<file path="config.mk">
export PLATFORM = sky130hd
export DESIGN_NAME = sd_dat_block_reader
export DESIGN_NICKNAME = d
export VERILOG_FILES = /design/src/rtl/sd_dat_block_reader.sv
export SDC_FILE = /design/constraint.sdc
export NUM_CORES = 2
export LEC_CHECK = 0
export BUFFER_PORTS_ARGS = -buffer_cell sky130_fd_sc_hd__buf_4
export CAP_MARGIN = 20
export CORE_UTILIZATION = 50
export CTS_CLUSTER_DIAMETER = 40
export DETAILED_ROUTE_END_ITERATION = 16
export PLACE_DENSITY = 0.65
export REMOVE_ABC_BUFFERS = 1
export SKIP_CTS_REPAIR_TIMING = 1
export SYNTH_ARGS = -nofsm -noshare
export SYNTH_HDL_FRONTEND = slang
export SYNTH_SLANG_ARGS = --single-unit
</file>
<file path="constraint.sdc">
create_clock -name clk -period 20.5 [get_ports clk]
set_input_delay 5.125 -clock clk [delete_from_list [all_inputs] [get_ports clk]]
set_output_delay 5.125 -clock clk [all_outputs]
set_load 0.02 [all_outputs]
</file>
<file path="src/rtl/sd_dat_block_reader.sv">
// SD 4-bit DAT single-block receiver: clocks the card, deserialises one block into a word FIFO, checks per-line CRC16/end bit.
// Avalon-MM slave with one-cycle registered reads; the FIFO holds a full block, so there is no data backpressure.
module sd_dat_block_reader #(
    parameter int CLK_DIV     = 2,
    parameter int BLOCK_BYTES = 512,
    parameter int TIMEOUT     = 65535
) (
    input  logic        clk,
    input  logic        reset,
    input  logic [1:0]  address,
    input  logic        chipselect,
    input  logic        read,
    input  logic        write_n,
    input  logic [31:0] writedata,
    output logic [31:0] readdata,
    output logic        sd_clk,
    input  logic [3:0]  sd_dat_in
);
    localparam int DEPTH = BLOCK_BYTES / 4;
    localparam int AW    = (DEPTH > 1) ? $clog2(DEPTH) : 1;
    localparam int NIBS  = 2 * BLOCK_BYTES;
    localparam int TW    = $clog2(TIMEOUT + 1);
    localparam int NW    = $clog2(NIBS + 1);
    localparam int CW    = (TW > NW) ? TW : NW;
    localparam int DW    = (CLK_DIV > 1) ? $clog2(CLK_DIV) : 1;
    localparam int BW    = $clog2(BLOCK_BYTES + 1);

    typedef enum logic [2:0] {S_IDLE, S_WAIT, S_DATA, S_CRC, S_END, S_DONE} state_t;

    state_t            state_q;
    logic [DW-1:0]     div_q;
    logic              sd_clk_q;
    logic [CW-1:0]     cnt_q;
    logic [3:0][15:0]  crc_q;
    logic [3:0][15:0]  crc_d;
    logic [3:0]        nib_q;
    logic [31:0]       word_q;
    logic [BW-1:0]     bytes_q;
    logic              done_q, crc_err_q, timeout_q, err_pend_q;

    logic [31:0]       mem [DEPTH];
    logic [AW-1:0]     wr_ptr_q, rd_ptr_q;
    logic [AW:0]       count_q;

    logic wr_ctrl, start_req, clear_req, do_abort, strobe;
    logic fifo_clr, fifo_empty, push, pop;
    logic [31:0] push_dat;
    logic unused_wdata;

    assign wr_ctrl    = chipselect & ~write_n & (address == 2'd0);
    assign start_req  = wr_ctrl & writedata[0] & ~writedata[1] & (state_q == S_IDLE);
    assign clear_req  = wr_ctrl & writedata[2];
    assign do_abort   = wr_ctrl & writedata[1] & (state_q != S_IDLE);
    // Strobe is the edge on which sd_clk would rise; the card's data is taken straight from the pad on it.
    assign strobe     = (state_q != S_IDLE) & (div_q == DW'(CLK_DIV - 1)) & ~sd_clk_q;
    assign fifo_clr   = start_req | do_abort;
    assign fifo_empty = (count_q == '0);
    assign push       = strobe & (state_q == S_DATA) & (cnt_q[2:0] == 3'b111);
    assign push_dat   = {nib_q, sd_dat_in, word_q[31:8]};
    assign pop        = chipselect & read & (address == 2'd1) & ~fifo_empty;
    assign sd_clk     = sd_clk_q;
    assign unused_wdata = ^writedata[31:3];

    always_comb begin
        crc_d = crc_q;
        for (int n = 0; n < 4; n++) begin
            crc_d[n] = {crc_q[n][14:0], 1'b0} ^ ((crc_q[n][15] ^ sd_dat_in[n]) ? 16'h1021 : 16'h0000);
        end
    end

    always_ff @(posedge clk or posedge reset) begin
        if (reset) begin
            state_q    <= S_IDLE;
            div_q      <= '0;
            sd_clk_q   <= 1'b0;
            cnt_q      <= '0;
            crc_q      <= '0;
            nib_q      <= '0;
            word_q     <= '0;
            bytes_q    <= '0;
            done_q     <= 1'b0;
            crc_err_q  <= 1'b0;
            timeout_q  <= 1'b0;
            err_pend_q <= 1'b0;
        end else begin
            if (clear_req) begin
                done_q    <= 1'b0;
                crc_err_q <= 1'b0;
                timeout_q <= 1'b0;
            end
            if (start_req) begin
                state_q   <= S_WAIT;
                div_q     <= '0;
                sd_clk_q  <= 1'b0;
                cnt_q     <= '0;
                bytes_q   <= BW'(BLOCK_BYTES);
                done_q    <= 1'b0;
                crc_err_q <= 1'b0;
                timeout_q <= 1'b0;
            end else if (do_abort) begin
                state_q  <= S_IDLE;
                div_q    <= '0;
                sd_clk_q <= 1'b0;
            end else if (state_q != S_IDLE) begin
                if (div_q == DW'(CLK_DIV - 1)) begin
                    div_q    <= '0;
                    sd_clk_q <= ~sd_clk_q;
                end else begin
                    div_q <= div_q + 1'b1;
                end
                if (state_q == S_DONE) begin
                    state_q   <= S_IDLE;
                    done_q    <= 1'b1;
                    crc_err_q <= err_pend_q;
                    sd_clk_q  <= 1'b0;
                    div_q     <= '0;
                end else if (strobe) begin
                    case (state_q)
                        S_WAIT: begin
                            if (sd_dat_in == 4'h0) begin
                                state_q <= S_DATA;
                                cnt_q   <= '0;
                                crc_q   <= '0;
                            end else if (cnt_q == CW'(TIMEOUT - 1)) begin
                                state_q   <= S_IDLE;
                                timeout_q <= 1'b1;
                                sd_clk_q  <= 1'b0;
                                div_q     <= '0;
                            end else begin
                                cnt_q <= cnt_q + 1'b1;
                            end
                        end
                        S_DATA: begin
                            crc_q <= crc_d;
                            if (!cnt_q[0]) begin
                                nib_q <= sd_dat_in;
                            end else begin
                                word_q  <= push_dat;
                                bytes_q <= bytes_q - 1'b1;
                            end
                            if (cnt_q == CW'(NIBS - 1)) begin
                                state_q <= S_CRC;
                                cnt_q   <= '0;
                            end else begin
                                cnt_q <= cnt_q + 1'b1;
                            end
                        end
                        S_CRC: begin
                            // Shifting the received CRC through the generator leaves a zero residue when it matches.
                            crc_q <= crc_d;
                            if (cnt_q == CW'(15)) begin
                                state_q <= S_END;
                                cnt_q   <= '0;
                            end else begin
                                cnt_q <= cnt_q + 1'b1;
                            end
                        end
                        S_END: begin
                            err_pend_q <= (crc_q != '0) || (sd_dat_in != 4'hF);
                            state_q    <= S_DONE;
                        end
                        default: ;
                    endcase
                end
            end
        end
    end

    always_ff @(posedge clk or posedge reset) begin
        if (reset) begin
            wr_ptr_q <= '0;
            rd_ptr_q <= '0;
            count_q  <= '0;
        end else if (fifo_clr) begin
            wr_ptr_q <= '0;
            rd_ptr_q <= '0;
            count_q  <= '0;
        end else begin
            if (push) wr_ptr_q <= (wr_ptr_q == AW'(DEPTH - 1)) ? '0 : wr_ptr_q + 1'b1;
            if (pop)  rd_ptr_q <= (rd_ptr_q == AW'(DEPTH - 1)) ? '0 : rd_ptr_q + 1'b1;
            case ({push, pop})
                2'b10:   count_q <= count_q + 1'b1;
                2'b01:   count_q <= count_q - 1'b1;
                default: ;
            endcase
        end
    end

    always_ff @(posedge clk) begin
        if (push) mem[wr_ptr_q] <= push_dat;
    end

    always_ff @(posedge clk or posedge reset) begin
        if (reset) begin
            readdata <= '0;
        end else begin
            case (address)
                2'd0:    readdata <= {27'd0, ~fifo_empty, timeout_q, crc_err_q, done_q, state_q != S_IDLE};
                2'd1:    readdata <= fifo_empty ? 32'd0 : mem[rd_ptr_q];
                2'd2:    readdata <= 32'(bytes_q);
                default: readdata <= 32'd0;
            endcase
        end
    end
endmodule
</file>
### Word level (Yosys, flattened, before mapping)

Memories as Yosys holds them, arrays and structs flattened.
Index checks and enable logic that the tools add are counted.
Widths: inputs -> output; s select.

* multiplexer cells: 82
* bitwise logic cells: 32
* reductions and logical operators: 27
* add/subtract/negate cells: 7
* eq/ne operators: 23

Operators by type and width (number)
* $mux 16: 9
* $pmux 64 s2: 1
* $pmux 32 s3: 1
* $mux 10: 7
* $mux 64: 1
* $reduce_bool 64->1: 1
* $xor 16x13->16: 4
* $mux 13: 4
* $pmux 16 s3: 1
* $mux 7: 6
* $mux 1: 39
* $mux 32: 1
* $mux 3: 9
* $reduce_and 6->1: 4
* $reduce_and 7->1: 3
* $add 16x1->16 const B: 1
* $eq 16x10->1 const B: 1
* $eq 16x16->1 const B: 1
* $eq 16x4->1 const B: 1
* $pmux 8 s2: 1
* $and 1x1->1: 15
* $add 7x1->7 const B: 2
* $eq 7x7->1 const B: 2
* $reduce_bool 2->1: 7
* 28 further kinds: 49

* memories kept: 1
* output and inout port bits: 33
* memory bits (writable): 4096
* register bits after elaboration: 189

Memory list
* mem: words 128, bits a word 32, rd ports 1, clocked after memory_dff 0, wr ports 1, line 41 `logic [31:0] mem [DEPTH];`

### Depth between registers and ports, before layout

* word-level depth: 13
* mapped depth: 13
* mapped depth without buffers: 12

### Least setup slack after synthesis

OpenSTA, ideal clock, no wires.

* kind: input to register
* start: input address[0]
* end: register count_q[7]
* setup time: 132 ps
* slack: 12794 ps
* cell stages on the path: 13
* arrival time: 7574 ps
* path buffers: 2
* cells stage by stage: clkbuf_1 -> and4b_1 -> o31a_1 -> clkbuf_1 -> nand2_1 -> inv_1 -> ha_1 -> o31a_1 -> o31a_1 -> o21a_1 -> o32ai_1 -> xnor2_1 -> nor2_1

* longest elaborated chain between the ends: 7
* elaborated cells on any way between the ends: 16

RTL lines
* from (decl): line 10 `input logic [1:0] address,`
* $logic_not 2->1: line 50 `assign wr_ctrl = chipselect & ~write_n & (address == 2'd0);`
* $and 1x1->1: line 50
* $and 1x1->1 (3 in series): line 51 `assign start_req = wr_ctrl & writedata[0] & ~writedata[1] & (state_q == S_IDLE);`
* $or 1x1->1: line 56 `assign fifo_clr = start_req | do_abort;`
* $reduce_bool 3->1 (no line) or $mux 8 (tied branches)
* to (signal assigned): line 182 `2'b10: count_q <= count_q + 1'b1;`
* to (signal assigned): line 183 `2'b01: count_q <= count_q - 1'b1;`
* to (decl): line 43 `logic [AW:0] count_q;`

Parallel ways exist; a longest one is shown, timed or not.
A chain may end at the register's enable or synchronous reset.

### Final worst setup path

* start: input address[1]
* end: register cnt_q[12]

* longest elaborated chain between the ends: 7
* elaborated cells on any way between the ends: 15

RTL lines
* $logic_not 2->1 *: line 50
* $and 1x1->1 *: line 50
* $and 1x1->1 (3 in series): line 51
* $ne 4x4->1 (no line) (tied with other cells)
* $reduce_and 6->1 (no line)
* to (signal assigned): line 130 `cnt_q <= cnt_q + 1'b1;`
* to (signal assigned): line 145 `cnt_q <= cnt_q + 1'b1;`
* to (signal assigned): line 155 `cnt_q <= cnt_q + 1'b1;`
* to (decl): line 33 `logic [CW-1:0] cnt_q;`

Mark *: on every way between the ends. The rest lies on a longest branch, timed or not.

==> results.py <==
metrics = {
    "outcome": {
        "status": "finished, final reports clean",
    },
    "detailed_routing": {
        "drt.antenna.violating_nets": 0,
        "initialDrtViolationCount": 10173,
        "route.detailed.drc": 0,
        "wire_per_inst_um": 33.5,
        "via_count": 79140,
        "via_per_inst": 6.35,
        "drt-pass1-iter-count": 6,
        "routed_wl_um": 418000,
    },
    "setup_path": {
        "critical_path_peak_fanout": 20,
        "setup.worst_path.end_class": "flop",
        "r2r_slack_ns": 13.91,
        "cp_data_arrival_time_ns": 8.33,
        "worst_r2r_path_depth": 10,
        "timing.rr.end": "readdata[10]",
        "critical_path_required_ns": 21.39,
        "critPathKind": "primary input to flop",
        "worstSetupStartpointType": "primary input",
        "regToRegStartpoint": "rd_ptr_q[0]",
    },
    "global_routing": {
        "grt.total_usage": 0.253,
        "vias_in_the_first_global_route": 80801,
        "antenna_violations_before_repair": 18,
        "grt-ovfl-total": 0,
        "first_pass_grt_wire_length_um": 593000,
        "pin_count_of_the_biggest_net_entering_global_routing": 130,
    },
    "cells_and_area": {
        "final_net_count": 7753,
        "leading_cell_types_in_the_layout_fill_and_taps_excluded": "sky130_fd_sc_hd__edfxtp_1, sky130_fd_sc_hd__mux4_2, sky130_fd_sc_hd__clkbuf_16",
        "syn_to_final_growth_pct": 15.3,
        "layout-drive-gt1-share": 0.313,
        "final-instance-count-excl-fill": 12470,
        "filler_cell_count": 23164,
        "layout.cells.most_common": "sky130_fd_sc_hd__edfxtp_1",
    },
    "clocking": {
        "htree_num_levels": 6,
        "tritoncts": "done",
        "clock_insertion_delay_worst_skew_ns": 1.02,
        "clk_pin_slew_ns": 0.05,
        "cts_inserted_buffers": 522,
        "clkSinkCount": 4277,
        "max-clock-path-buffers": 4,
        "buffer_type_at_the_clock_tree_root": "sky130_fd_sc_hd__clkbuf_16",
    },
    "sta": {
        "setup-tns-final_ns": 0,
        "tightestPinTransition_ns": 1.37,
        "achievable-frequency_mhz": 135,
        "finalMaxSlewViolations": 0,
        "period_share": 0.363,
        "timing.slew.headroom": 0.0898,
        "finalWorstPathRequiredPeriod_ns": 7.43,
        "timing.final.setup_violations": 0,
        "final.setup_skew_ns": 0.0684,
        "grt_setup_unrepaired": "no",
        "final-hold-violation-count": 0,
    },
    "logic_synthesis": {
        "syn_avg_cell_area_um2": 22.6,
        "ys_async_sr_fraction": 0.0423,
        "ys.flop_type": "sky130_fd_sc_hd__edfxtp_1",
        "synthCells": 7266,
        "synth_edf_count": 4096,
        "mappedNetlistArea_um2": 165000,
        "yosysUniqueCellTypes": 70,
        "ys.warnings.count": 0,
        "synth-seq-area-share": 0.775,
        "postSynthRegisterBits": 4277,
    },
    "placed_design": {
        "dpl_wire_length_um": 219000,
        "gp_congestion": 0.824,
        "port-buffer-count": 46,
        "numPlacedInstances": 11515,
    },
    "worst_hold_path": {
        "whs_endpoint": "crc_q[28]",
        "min-delay-start": "crc_q[28]",
        "hold_path.class": "flop to flop",
        "holdPathStages": 2,
    },
    "floorplan": {
        "die_h_um": 576,
        "die-width_um": 576,
        "area_of_the_die_um2": 331000,
        "io_pins": 76,
        "core.rowCount": 210,
        "initial_core_util": 0.503,
        "design.core.area_um2": 327000,
    },
    "pwr": {
        "power.static_leakage_nw": 59.5,
        "irDropWorstVdd_uv": 108,
        "power.density_cell_area_nw_per_um2": 135,
    },
    "run": {
        "cap_viol_max_count": 0,
    },
}
flip-flops by register name, indices dropped and copies added, names as in the netlist:
name,count
word_q,24
bytes_q,10
count_q,8
div_q,1
mem,4096
wr_ptr_q,7
sd_clk,1
rd_ptr_q,7
crc_err_q,1
nib_q,4
readdata,32
crc_q,64
err_pend_q,1
cnt_q,16
state_q,3
timeout_q,1
done_q,1
worst max-delay path, stage by stage:
cell and delay [ns]:
sky130_fd_sc_hd__buf_4 0.16, sky130_fd_sc_hd__or4b_1 0.62, sky130_fd_sc_hd__nor3_2 0.84, sky130_fd_sc_hd__a21oi_1 0.06, sky130_fd_sc_hd__or3_1 0.62, sky130_fd_sc_hd__nand2b_1 0.50, sky130_fd_sc_hd__o41ai_1 0.39
per-layer routing:
layer | routed length [um] | track usage | part of all wire
met2 | 198000 | 0.399 | 0.47
met4 | 15100 | 0.0847 | 0.036
met3 | 41800 | 0.0538 | 0.10
met5 | 69 | 0 | 0.00017
met1 | 163000 | 0.354 | 0.39
cells in the mapped netlist, types with 11 or more instances:
library cell,n,area share
sky130_fd_sc_hd__nand2b_1,13,0.00049
sky130_fd_sc_hd__nand2_1,303,0.0069
sky130_fd_sc_hd__mux4_2,1161,0.16
sky130_fd_sc_hd__edfxtp_1,4096,0.75
sky130_fd_sc_hd__o221ai_1,24,0.0013
sky130_fd_sc_hd__clkbuf_1,179,0.0041
sky130_fd_sc_hd__mux2_2,55,0.0038
sky130_fd_sc_hd__o211ai_1,13,0.00059
sky130_fd_sc_hd__nor3_1,52,0.0016
sky130_fd_sc_hd__o31ai_1,20,0.00091
sky130_fd_sc_hd__buf_4,35,0.0016
sky130_fd_sc_hd__inv_1,17,0.00039
sky130_fd_sc_hd__o21ai_0,92,0.0028
sky130_fd_sc_hd__xnor2_1,23,0.0012
sky130_fd_sc_hd__dfrtp_1,181,0.028
sky130_fd_sc_hd__nand4_1,17,0.00065
sky130_fd_sc_hd__nor2_1,196,0.0045
sky130_fd_sc_hd__a221oi_1,56,0.0030
sky130_fd_sc_hd__nand3_1,25,0.00076
sky130_fd_sc_hd__xor2_1,11,0.00059
sky130_fd_sc_hd__nor4_1,24,0.00091
sky130_fd_sc_hd__buf_1,60,0.0014
sky130_fd_sc_hd__nor2b_1,14,0.00053
sky130_fd_sc_hd__a211oi_1,12,0.00055
sky130_fd_sc_hd__mux2i_1,200,0.012
sky130_fd_sc_hd__buf_2,122,0.0037
sky130_fd_sc_hd__a21oi_1,84,0.0026
sky130_fd_sc_hd__a22o_1,24,0.0013
cell families after synthesis:
logic type	Yosys count	synth area share
flip-flops	4277	0.775
multiplexers	1416	0.175
AND/OR/NAND/NOR	693	0.0184
buffers and inverters	419	0.0115
AO/OA/AOI/OAI	417	0.0175
XOR/XNOR	34	0.00181
adder cells (fa/ha/maj)	10	0.000760
worst max path at each step:
| stage | start | to | cells after the start |
|---|---|---|---|
| floorplan | rd_ptr_q[0] | readdata[6] | 5 |
| CTS | address[1] | cnt_q[12] | 7 |
| global route | address[1] | cnt_q[12] | 7 |
| detailed placement | address[1] | cnt_q[8] | 7 |
| finish | address[1] | cnt_q[12] | 7 |
| global placement | address[1] | cnt_q[12] | 7 |
stage by stage:
stage | hold slack, ns | setup WS [ns] | util | power [mW] | instance area (um^2)
global route | 0.542 | 12.91 | 0.579 | 26.3 | 190000
CTS | 0.507 | 13.12 | 0.579 | 25.7 | 189000
floorplan | 0.468 | -21.54 | - | 19.0 | 163000
detailed placement | 0.493 | 12.03 | 0.525 | 16.4 | 172000
finish | 0.504 | 13.07 | 0.579 | 25.6 | 190000
global placement | 0.486 | 12.16 | 0.525 | 16.3 | 172000
area by class of cell:
class / instances / area [um^2] / share of cell area
diodes: 5 / 12.5 / 0.0000660
clock buffers: 612 / 13700 / 0.0723
clock inverters: 331 / 3980 / 0.0210
inverters: 18 / 88.8 / 0.000468
multi-input cells: 2570 / 36200 / 0.191
flip-flops and latches: 4277 / 128000 / 0.673
well taps: 4346 / 5440 / 0.0287
repair buffers: 311 / 2570 / 0.0136
where the power goes:
part           leakage (nW)  switching [mW]  internal (mW)
registers              39.5           0.600           10.7
clock network          8.50            3.68           5.62
logic                  11.5            2.96           2.04
Power figures use the tool's default switching activity.
